File: config.mk
export PLATFORM = sky130hd
export DESIGN_NAME = hub75_scan
export DESIGN_NICKNAME = d
export VERILOG_FILES = /design/src/rtl/hub75_scan_pkg.sv /design/src/rtl/hub75_bcm_timer.sv /design/src/rtl/hub75_scan.sv
export SDC_FILE = /design/constraint.sdc
export NUM_CORES = 1
export LEC_CHECK = 0
export BUFFER_PORTS_ARGS = -buffer_cell sky130_fd_sc_hd__buf_2
export CORE_MARGIN = 5
export CORE_UTILIZATION = 35
export DETAILED_ROUTE_END_ITERATION = 16
export HOLD_SLACK_MARGIN = 0.06
export PLACE_DENSITY = 0.64
export SLEW_MARGIN = 5
export SYNTH_ARGS = -nofsm -noshare
export SYNTH_HDL_FRONTEND = slang
export SYNTH_SLANG_ARGS = --single-unit
File: constraint.sdc
create_clock -name clk -period 2.35 [get_ports clk]
set_clock_uncertainty 0.1 [all_clocks]
set_input_delay 0.1175 -clock clk [delete_from_list [all_inputs] [get_ports clk]]
set_output_delay 0.1175 -clock clk [all_outputs]
set_load 0.02 [all_outputs]
File: src/rtl/hub75_scan_pkg.sv
// Shared types and helpers for the HUB75 scan driver: FSM states, pixel-word
// field layout and the frame RAM address packing.
package hub75_scan_pkg;

    typedef enum logic [2:0] {
        IDLE,
        SHIFT,
        BLANK,
        LATCH,
        DISPLAY
    } state_e;

    localparam int NUM_CH = 6;
    localparam int CH_R1  = 0;
    localparam int CH_G1  = 1;
    localparam int CH_B1  = 2;
    localparam int CH_R2  = 3;
    localparam int CH_G2  = 4;
    localparam int CH_B2  = 5;

    // LSB of a colour channel inside the {B2,G2,R2,B1,G1,R1} pixel-pair word
    function automatic int field_lsb(input int ch, input int bpc);
        return ch * bpc;
    endfunction

    function automatic logic [31:0] pack_addr(input logic [31:0] row,
                                              input logic [31:0] col,
                                              input int          col_w);
        return (row << col_w) | col;
    endfunction

endpackage

File: src/rtl/hub75_bcm_timer.sv
// Binary-code-modulation on-time counter: loads BASE_CYCLES<<plane and flags
// the last cycle of the display window.
module hub75_bcm_timer #(
    parameter int BPC         = 8,
    parameter int BASE_CYCLES = 8,
    parameter int PL_W        = (BPC > 1) ? $clog2(BPC) : 1
) (
    input  logic            clk,
    input  logic            rst,
    input  logic            load,
    input  logic            run,
    input  logic [PL_W-1:0] plane,
    output logic            done
);

    localparam int MAX_D = BASE_CYCLES << (BPC - 1);
    localparam int CNT_W = $clog2(MAX_D + 1);

    logic [CNT_W-1:0] cnt;
    logic [CNT_W-1:0] base;
    logic [CNT_W-1:0] ld_val;

    assign base   = CNT_W'(BASE_CYCLES);
    assign ld_val = base << plane;

    // cnt counts down to zero; zero is the final display cycle
    always_ff @(posedge clk) begin
        if (rst)
            cnt <= '0;
        else if (load)
            cnt <= ld_val - CNT_W'(1);
        else if (run && cnt != '0)
            cnt <= cnt - CNT_W'(1);
    end

    assign done = run && (cnt == '0);

endmodule

File: src/rtl/hub75_scan.sv
// Frame RAM read-out and HUB75 panel driver: shifts one bit plane per scan row,
// latches it and lights it for a binary-weighted time, looping over planes/rows.
module hub75_scan
    import hub75_scan_pkg::*;
#(
    parameter int COLS        = 64,
    parameter int ROW_W       = 5,
    parameter int BPC         = 8,
    parameter int BASE_CYCLES = 8,
    parameter int RD_LAT      = 2
) (
    input  logic                          clk,
    input  logic                          rst,
    input  logic                          en,
    output logic [ROW_W+$clog2(COLS)-1:0] raddr,
    output logic                          re,
    input  logic [6*BPC-1:0]              rdata,
    output logic                          hub_r1,
    output logic                          hub_g1,
    output logic                          hub_b1,
    output logic                          hub_r2,
    output logic                          hub_g2,
    output logic                          hub_b2,
    output logic                          hub_clk,
    output logic                          hub_lat,
    output logic                          hub_oe_n,
    output logic [ROW_W-1:0]              hub_addr,
    output logic                          frame_start,
    output logic                          busy
);

    localparam int COL_W     = $clog2(COLS);
    localparam int ADDR_W    = ROW_W + COL_W;
    localparam int PL_W      = (BPC > 1) ? $clog2(BPC) : 1;
    localparam int SHIFT_LEN = 2 * COLS + RD_LAT + 1;
    localparam int SC_W      = $clog2(SHIFT_LEN);
    localparam int STAGES    = RD_LAT + 1;

    state_e            state, state_nx;
    logic [ROW_W-1:0]  row;
    logic [PL_W-1:0]   plane;
    logic [SC_W-1:0]   sc;
    logic [COL_W-1:0]  col;
    logic              shift_last;
    logic              last_plane;
    logic              last_row;
    logic              tmr_load;
    logic              tmr_done;
    logic [STAGES:0]   vld_pipe;
    logic [NUM_CH-1:0] plane_bits;
    logic [NUM_CH-1:0] colour;

    assign col        = sc[COL_W:1];
    assign shift_last = (sc == SC_W'(SHIFT_LEN - 1));
    assign last_plane = (plane == PL_W'(BPC - 1));
    assign last_row   = &row;

    always_ff @(posedge clk) begin
        if (rst)
            state <= IDLE;
        else
            state <= state_nx;
    end

    // en only matters at IDLE and at frame completion
    always_comb begin
        state_nx = state;
        unique case (state)
            IDLE:    if (en) state_nx = SHIFT;
            SHIFT:   if (shift_last) state_nx = BLANK;
            BLANK:   state_nx = LATCH;
            LATCH:   state_nx = DISPLAY;
            DISPLAY: if (tmr_done)
                         state_nx = (last_plane && last_row && !en) ? IDLE : SHIFT;
            default: state_nx = IDLE;
        endcase
    end

    always_comb begin
        re          = 1'b0;
        hub_lat     = 1'b0;
        hub_oe_n    = 1'b1;
        busy        = 1'b1;
        frame_start = 1'b0;
        tmr_load    = 1'b0;
        unique case (state)
            IDLE:    busy = 1'b0;
            SHIFT: begin
                re          = (sc < SC_W'(2 * COLS)) && !sc[0];
                frame_start = (sc == '0) && (row == '0) && (plane == '0);
            end
            LATCH: begin
                hub_lat  = 1'b1;
                tmr_load = 1'b1;
            end
            DISPLAY: hub_oe_n = 1'b0;
            default: ;
        endcase
    end

    assign raddr = re ? ADDR_W'(pack_addr(32'(row), 32'(col), COL_W)) : '0;

    always_ff @(posedge clk) begin
        if (rst) begin
            sc       <= '0;
            row      <= '0;
            plane    <= '0;
            hub_addr <= '0;
        end else begin
            sc <= (state == SHIFT && !shift_last) ? sc + SC_W'(1) : '0;
            // row select moves on entry to BLANK, after the last shift clock
            if (state == SHIFT && shift_last)
                hub_addr <= row;
            if (state == DISPLAY && tmr_done) begin
                plane <= last_plane ? '0 : plane + PL_W'(1);
                if (last_plane)
                    row <= row + ROW_W'(1);
            end
        end
    end

    // vld_pipe[k] is high k+1 cycles after a read; rdata is live at RD_LAT-1
    always_ff @(posedge clk) begin
        if (rst)
            vld_pipe <= '0;
        else
            vld_pipe <= {vld_pipe[STAGES-1:0], re};
    end

    for (genvar g = 0; g < NUM_CH; g++) begin : g_ch
        localparam int LSB = field_lsb(g, BPC);
        logic [BPC-1:0] chan;
        assign chan          = rdata[LSB +: BPC];
        assign plane_bits[g] = chan[plane];
    end

    always_ff @(posedge clk) begin
        if (rst)
            colour <= '0;
        else if (vld_pipe[RD_LAT-1])
            colour <= plane_bits;
    end

    // shift clock rises one cycle after the data it qualifies
    assign hub_clk = vld_pipe[STAGES];

    assign hub_r1 = colour[CH_R1];
    assign hub_g1 = colour[CH_G1];
    assign hub_b1 = colour[CH_B1];
    assign hub_r2 = colour[CH_R2];
    assign hub_g2 = colour[CH_G2];
    assign hub_b2 = colour[CH_B2];

    hub75_bcm_timer #(
        .BPC        (BPC),
        .BASE_CYCLES(BASE_CYCLES),
        .PL_W       (PL_W)
    ) u_bcm_timer (
        .clk  (clk),
        .rst  (rst),
        .load (tmr_load),
        .run  (state == DISPLAY),
        .plane(plane),
        .done (tmr_done)
    );

endmodule
* Word level (Yosys, flattened, before mapping) *
Cells that the tools add are included.

storage, ports and cells
  logic and storage cells = 77
  register bits after elaboration = 45
  output and inout port bits = 28
  input port bits = 51

cells by class
  reductions and logical operators = 24
  order comparisons = 2
  bitwise logic cells = 2
  add/sub/neg operators = 5
  multiplexer cells = 26
  equality and inequality tests = 9
  shifts and indexed selects = 1

operators with widths
  operator                 count
  $mux W11                 3
  $sub A11 B1 Y11 const B  2
  $bmux W1 S3              6
  $pmux W3 S5              1
  $mux W1                  12
  $mux W3                  4
  $logic_not A11 Y1        1
  $or A11 B6 Y11           1
  $reduce_bool A11 Y1      1
  $shl A4 B3 Y11 const A   1
  $logic_and A1 B1 Y1      10
  $add A8 B1 Y8 const B    1
  $eq A8 B8 Y1 const B     1
  $logic_not A8 Y1         1
  $lt A8 B8 Y1 const B     1
  $eq A3 B2 Y1 const B     2
  $eq A3 B3 Y1 const B     2
  $logic_not A3 Y1         2
  $ne A2 B2 Y1 const B     3
  $add A5 B1 Y5 const B    1
  $logic_not A5 Y1         1
  $reduce_and A5 Y1        1
  $lt A3 B4 Y1 const B     1
  $add A3 B1 Y3 const B    1
  7 further kinds          9

* Depth between registers and ports, before layout *
Gate-level depths: netlist of run 1.

  depth in word-level cells = 6
  gate-level depth with buffers = 11
  gate-level depth less buffers = 8

* Hierarchy *
From an unflattened synthesis of run 1, not the netlist that was laid out.

second synthesis, totals
  cells, all modules = 317
  area, all modules = 2,813.9 um^2

modules (own cells, without submodules)
  module           area each (um^2)  cells each  instances  sequential area each (um^2)
  hub75_scan       1,984.4           211         1          680.7
  hub75_bcm_timer  829.5             106         1          220.2

* Worst setup path before layout of run 1 *
No wires, ideal clock.

  path kind = register to register
  start point = reg plane[0]
  end point = reg u_bcm_timer.cnt[10]
  arrival time = 2.057 ns
  path slack = 0.092 ns
  library setup time = 0.101 ns
  stages on the path, launching flop included = 11
  buffers on the path = 3
  data required time = 2.149 ns
  period minus slack after synthesis = 2.258 ns
  path through = dfxtp_1 buf_2 buf_2 inv_1 ha_1 clkbuf_1 nor2_1 o211a_1 o21ai_1 o21a_1 o41ai_1

on the way
  word-level cells in the longest chain between the ends = 3

RTL lines
  what                      RTL line               text
  start: declaration        hub75_scan.sv:41       logic [PL_W-1:0] plane;
  start signal: assignment  hub75_scan.sv:115      plane <= last_plane ? '0 : plane + PL_W'(1);
  $shl A4 B3 Y11            hub75_bcm_timer.sv:24  assign ld_val = base << plane;
  $sub A11 B1 Y11           hub75_bcm_timer.sv:31  cnt <= ld_val - CNT_W'(1);
  $mux W11                  hub75_bcm_timer.sv:30  else if (load)
  end signal: assignment    hub75_bcm_timer.sv:31
  end signal: assignment    hub75_bcm_timer.sv:33  cnt <= cnt - CNT_W'(1);
  end: declaration          hub75_bcm_timer.sv:19  logic [CNT_W-1:0] cnt;

Every way passes these cells.
A chain may end at the register's enable or synchronous reset.

* Final worst setup path of run 1 *
  start point = reg plane[1]
  end point = out frame_start

on the way
  word-level cells in the longest chain between the ends = 3

RTL lines
  what                 RTL line          text
  $logic_not A3 Y1     hub75_scan.sv:90  frame_start = (sc == '0) && (row == '0) && (plane == '0);
  $logic_and A1 B1 Y1  hub75_scan.sv:90
  $mux W1              hub75_scan.sv:86  unique case (state)
  end: declaration     hub75_scan.sv:28  output logic frame_start,

Every way passes these cells.

==> impl_metrics.tcl, run 1 <==
set metrics [dict create \
    max_freq_ghz 0.4545 \
    route.detailed.drc 0 \
    max-vdd-ir-drop_uv 193.9 \
    port_buffers 78 \
    postCtsSetupBuffers 0 \
    yosys-top-cells-area "dfxtp_1, mux4_2, ha_1, nor2_1, mux2i_1" \
    drtPass1Iterations 4 \
    syn_area_um2 2760 \
    drtIter0Drc 155 \
    p_int_mw 1.084 \
    final_cell_mix "buf_2, dfxtp_1, nor2_1" \
    reg2reg_to "u_bcm_timer.cnt[10]$_SDFFE_PP0P_" \
    synth_warnings 0 \
    slew_viol_final 0 \
    critPathCapture "frame_start" \
    status "completed" \
    syn_nets 375 \
    ios 79 \
    ys_dominant_reg_cell "dfxtp_1" \
    netlist-cell-type-count 50 \
    grt-ovfl-total 0 \
    gp_congestion 0.8364 \
    row_count 32 \
    synth-seq-area-share_pct 32.64 \
    fin_cells 485 \
    n_antenna_cell 0 \
    fin_crit_ns 2.200 \
    critPathKind "flip-flop to primary output" \
    dieWidth_um 98.81 \
    initial_core_util_pct 35.90 \
    critPathRequiredTime_ns 2.13 \
    crit_path_end_kind "primary output" \
    n_fill_cell 792 \
    cts_buffers 5 \
    synth_seq_cells 45 \
    viasPerCell 5.221 \
    synthToLayoutAreaGrowth_pct 21.62 \
    tns_ns 0 \
    synth-edff-count 0 \
    cts_tree "yes" \
    start_kind "flip-flop" \
    antenna_found_initial 0 \
    final_area_um2 3357 \
    max_slew.worst_pin.slew_ns 0.4316 \
    finalSetupViolCount 0 \
    final_common_cell "buf_2" \
    grt_max_degree 24 \
    switching_power_uw 363.0 \
    postCtsHoldBufs 0 \
    crit-reg2reg-launch "state[1]$_SDFFE_PP0P_" \
    power.leakage_nw 1.411 \
    path_depth 7 \
    htreeDepth 2 \
    cts_root_buf "clkbuf_8" \
    slew_headroom_pct 71.23 \
    nets 446 \
    post-route-period-util_pct 93.63 \
    ys_async_sr_fraction_pct 0 \
    place_hpwl_mm 5.423 \
    place_inst 477 \
    grt_pass1_vias 2435 \
    grtUsageTotal_pct 14.44 \
    yosysTopAreaCellShare_pct 32.64 \
    placeableCoreArea_um2 7687 \
    ff2ff_setup_slack_ns 0.24 \
    p_comb_share_pct 10.2 \
    cp-startpoint "plane[1]$_SDFFE_PP0N_" \
    clock_latency_ns 0.30 \
    crit_path_top_delay_cell "dfxtp_1" \
    clkPwrFrac_pct 35.3 \
    power_density_nw_per_um2 431.1 \
    path_cells "inv_1 -> ha_4 -> nand4_1 -> nor4_1 -> nand3_1 -> nor3_1 -> buf_2" \
    ant_nets 0 \
    cpLargestDelayFamily "simple AND/OR/NAND/NOR gates" \
    dieArea_um2 9762 \
    post-synth-top-area-cell "dfxtp_1" \
    route.detailed.wl_per_inst_um 14.48 \
    via_count 2532 \
    avgSynthCellArea_um2 8.875 \
    placed_cell_area_um2 3236 \
    crit_fanout 9 \
    p_seq_share_pct 54.5 \
    drive_above_1_share_pct 31.85 \
    fp.dieH_um 98.81 \
    cts_buffer_depth 2 \
    grt_pass1_wl_mm 11.67 \
    cap_violations 0 \
    reg2regPathDepth 6 \
    hold_violations 0 \
    cp.buffers_inverters 2 \
    critPathArrivalTime_ns 1.98 \
    cp_slowest_stage_delay_ns 0.37 \
    synth_cells 311 \
    cts.sink_count 45 \
    clk_pin_slew_ns 0.09 \
    swShare_pct 25.08 \
    drt-total-wl_mm 7.025 \
    min_path_type "input pin to flip-flop" \
]
[cell type report]
class | count | area, um^2 | share of cell area, %
clock inverters | 2 | 13.76 | 0.4100
clock buffers | 6 | 82.58 | 2.460
multi-input cells | 229 | 1714 | 51.06
repair buffers | 89 | 473.0 | 14.09
well taps | 102 | 127.6 | 3.802
flip-flops and latches | 45 | 900.9 | 26.84
inverters | 12 | 45.04 | 1.342
[registers in the layout, summed over array words and instances, names as in the netlist]
register,cells
colour,6
hub_addr,5
plane,3
row,5
sc,8
state,3
u_bcm_timer.cnt,11
vld_pipe,4
[power groups by stage]
stage	clock network [mW]	logic (mW)	registers [mW]
CTS	0.534	0.148	0.789
detailed placement	0	0.148	0.807
global placement	0	0.146	0.806
finish	0.510	0.147	0.789
floorplan	0	0.0759	0.807
global route	0.567	0.162	0.792
[cells in the mapped netlist, drive strengths merged, types with 2 or more instances]
master / instances
clkbuf: 14
nor3: 9
and3: 6
and2: 8
inv: 12
and4: 2
ha: 13
a41o: 3
nand2: 25
mux2i: 11
nor4: 8
xor2: 7
a21oi: 13
xnor2: 3
a211oi: 6
buf: 11
a31oi: 4
o21ai: 8
dfxtp: 45
nor2: 40
a311oi: 7
nor3b: 2
mux4: 12
or3: 7
nor2b: 4
nand3: 12
nand4: 4
nand4b: 2
a31o: 2
[cells by family (layout without fill, tap and decap cells)]
family                   count (synthesis)  in the layout  synth area share [%]
AO/OA/AOI/OAI                           51             51                 12.87
XOR/XNOR                                10             10                 3.173
adder cells (fa/ha/maj)                 13             13                 5.893
buffers and inverters                   37            109                 6.165
flip-flops                              45             45                 32.64
multiplexers                            23             23                 13.78
AND/OR/NAND/NOR                        132            132                 25.48
[how the worst min path moves through the flow]
stage          slack (ns)                    from                  endpoint  cells after the start
6_report             0.13                     rst  hub_addr[0]$_SDFFE_PP0P_                      2
3_3_place_gp         0.32  vld_pipe[2]$_SDFF_PP0_    vld_pipe[3]$_SDFF_PP0_                      1
4_1_cts              0.12                     rst  hub_addr[0]$_SDFFE_PP0P_                      2
2_1_floorplan        0.19                     rst     state[0]$_SDFFE_PP0P_                      2
5_1_grt              0.15                     rst  hub_addr[2]$_SDFFE_PP0P_                      2
3_5_place_dp         0.33  vld_pipe[2]$_SDFF_PP0_    vld_pipe[3]$_SDFF_PP0_                      1
[timing repair]
action                                  CTS  global route
endpoints found under the setup margin    1            10
endpoints found under the hold margin     0             0
gates resized for setup                   1             4
[worst register-to-register path, delay by kind of cell (launching register included)]
kind | cells | cell delay [ns]
AND/OR/NAND/NOR | 2 | 0.45
flip-flops | 1 | 0.48
adder cells (fa/ha/maj) | 1 | 0.39
AO/OA/AOI/OAI | 3 | 0.58
[per-layer routing]
| layer | share of wire (%) | wire, um | up-vias | GRT usage (%) |
|---|---|---|---|---|
| li1 | - | - | 1266 | - |
| met1 | 43 | 3047 | 1190 | 18.69 |
| met2 | 49 | 3443 | 68 | 23.61 |
| met3 | 6.3 | 445 | 8 | 3.963 |
| met4 | 1.3 | 90 | 0 | 4.097 |
| met5 | 0 | 0 | - | 0 |
[metrics by stage]
step / power, mW / util [%] / worst slack, ns / hold WS (ns)
floorplan: 0.8830 / - / 0.09247 / 0.1914
global placement: 0.9515 / 42.09 / 0.2572 / 0.3163
detailed placement: 0.9542 / 42.09 / 0.2152 / 0.3284
CTS: 1.471 / 43.38 / 0.07130 / 0.1215
global route: 1.521 / 43.67 / -0.005434 / 0.1509
finish: 1.447 / 43.67 / 0.1496 / 0.1278
(Power assumes the default switching activity.)
==> inputs of run 2 (changes only) <==
--- a/config.mk
+++ b/config.mk
@@ -10,7 +10,7 @@
 export CORE_UTILIZATION = 35
 export DETAILED_ROUTE_END_ITERATION = 16
 export HOLD_SLACK_MARGIN = 0.06
-export PLACE_DENSITY = 0.64
+export PLACE_DENSITY = 0.62
 export SLEW_MARGIN = 5
 export SYNTH_ARGS = -nofsm -noshare
 export SYNTH_HDL_FRONTEND = slang
==> constraint.sdc (replaced) <==
create_clock -name clk -period 2.32 [get_ports clk]
set_clock_uncertainty 0.1 [all_clocks]
set_input_delay 0.116 -clock clk [delete_from_list [all_inputs] [get_ports clk]]
set_output_delay 0.116 -clock clk [all_outputs]
set_load 0.02 [all_outputs]
==> run 2 against run 1 <==
  * Sequential share of layout area barely moved
  * Sequential cell count unchanged
  * Global-route usage up 0.14 points
  * Utilization is essentially flat
  * Routed wire length up 0.43%
  * Clock-buffer cell count unchanged
  * Critical endpoint is now raddr[4]
==> impl_metrics.tcl, run 2 (synthesis gave the netlist of run 1 again) <==
set metrics [dict create \
    status "completed" \
    gp_congestion 0.8469 \
    postCtsHoldBufs 0 \
    min_path_type "input pin to flip-flop" \
    clk_pin_slew_ns 0.09 \
    hold_depth 4 \
    place_inst 477 \
    synthToLayoutAreaGrowth_pct 21.53 \
    top_register "u_bcm_timer.cnt" \
    final_cell_mix "buf_2, dfxtp_1, nor2_1" \
    grt_setup_unrepaired "false" \
    placeableCoreArea_um2 7687 \
    crit_path_end_kind "primary output" \
    dieArea_um2 9762 \
    largest_register_ffs 11 \
    grt_max_degree 40 \
    critPathRequiredTime_ns 2.10 \
    via_count 2534 \
    ios 79 \
    post-place-ws_ns 0.2282 \
    n_antenna_cell 0 \
    reg2regPathDepth 8 \
    viasPerCell 5.225 \
    critPathArrivalTime_ns 1.91 \
    ant_nets 0 \
    n_fill_cell 782 \
    cts_root_buf "clkbuf_8" \
    fp.dieH_um 98.81 \
    drive_above_1_share_pct 32.11 \
    crit_fanout 9 \
    cts.sink_count 45 \
    start_kind "flip-flop" \
    place_hpwl_mm 5.419 \
    clock_latency_ns 0.29 \
    hold_violations 0 \
    max-vdd-ir-drop_uv 256.2 \
    cts_buffers 5 \
    critPathKind "flip-flop to primary output" \
    drtIter0Drc 173 \
    drt-total-wl_mm 7.055 \
    finalPower_mw 1.456 \
    grt_pass1_vias 2551 \
    holdWs_ns 0.2307 \
    slew_viol_final 0 \
    worst_slack_ns 0.1931 \
    grt-ovfl-total 0 \
    route.detailed.wl_per_inst_um 14.55 \
    initial_core_util_pct 35.90 \
    max_freq_ghz 0.4702 \
    ff2ff_setup_slack_ns 0.25 \
    nets 446 \
    largestRegisters "u_bcm_timer.cnt (11), sc (8), colour (6)" \
    grt_pass1_wl_mm 11.89 \
    row_count 32 \
    antenna_found_initial 0 \
    cts_buffer_depth 2 \
    power.leakage_nw 1.412 \
    hp-start "en" \
    fin_cells 485 \
    finalSetupViolCount 0 \
    port_buffers 78 \
    cap_violations 0 \
    min_to "state[0]$_SDFFE_PP0P_" \
    slew_headroom_pct 50.80 \
    crit-reg2reg-launch "plane[1]$_SDFFE_PP0N_" \
    post-route-period-util_pct 91.68 \
    max_slew.worst_pin.slew_ns 0.7379 \
    dieWidth_um 98.81 \
    cts_tree "yes" \
    final_common_cell "buf_2" \
    tns_ns 0 \
    power_density_nw_per_um2 433.9 \
    route.detailed.drc 0 \
    drtPass1Iterations 4 \
    htreeDepth 2 \
    grtUsageTotal_pct 14.58 \
    fin_crit_ns 2.127 \
    reg2reg_to "u_bcm_timer.cnt[10]$_SDFFE_PP0P_" \
]
run 2: cell counts in the layout (fill, tap and decap cells not counted):
No cell type changed its count.
run 2: layer usage:
metal,share of wire [%],wire (um),global-route usage [%],vias to the layer above
met2,49,3438,24.43,44
met3,3.9,272,3.468,10
met1,46,3256,18.56,1204
li1,-,-,-,1276
met4,1.2,88,4.412,0
met5,0,0,0,-
run 2: per-stage QoR:
step | util (%) | area [um^2]
3_3_place_gp | 42.09 | 3236
3_5_place_dp | 42.09 | 3236
6_report | 43.64 | 3354
2_1_floorplan | - | 2760
4_1_cts | 43.34 | 3332
5_1_grt | 43.64 | 3354
run 2: area by class of cell:
| class | instances | area, um^2 | area share, % |
|---|---|---|---|
| clock buffer | 6 | 82.58 | 2.462 |
| clock inverter | 2 | 13.76 | 0.4103 |
| tap | 102 | 127.6 | 3.805 |
| multi-input combinational | 229 | 1712 | 51.03 |
| inverter | 12 | 45.04 | 1.343 |
| timing repair buffer | 89 | 473.0 | 14.10 |
| sequential | 45 | 900.9 | 26.86 |
run 2: timing repair:
| action | 4_1_cts | 5_1_grt |
|---|---|---|
| setup endpoints to repair | 0 | 10 |
| gates resized for setup | 0 | 6 |
| buffers inserted | 0 | 0 |
run 2: worst max path at each step:
stage	cells after the start	endpoint	slack, ns	startpoint
final	4	raddr[4]	0.19	state[0]$_SDFFE_PP0P_
after global routing	8	u_bcm_timer.cnt[10]$_SDFFE_PP0P_	0.005	plane[1]$_SDFFE_PP0N_
after CTS	8	frame_start	0.006	plane[1]$_SDFFE_PP0N_
after detailed placement	7	u_bcm_timer.cnt[10]$_SDFFE_PP0P_	0.23	plane[1]$_SDFFE_PP0N_
after global placement	8	u_bcm_timer.cnt[10]$_SDFFE_PP0P_	0.30	plane[1]$_SDFFE_PP0N_
after floorplan	10	u_bcm_timer.cnt[10]$_SDFFE_PP0P_	0.06	plane[0]$_SDFFE_PP0N_
run 2: power by group:
part	total (mW)	internal, mW	switching (mW)
Sequential	0.799	0.784	0.0150
Combinational	0.146	0.0711	0.0750
Clock	0.510	0.242	0.269
Total	1.46	1.10	0.359
run 2: worst max-delay path, stage by stage, from the launching register on:
cell     delay, ns
dfxtp_1       0.46
or3b_1        0.52
nor3_4        0.30
and2_1        0.18
buf_2         0.16
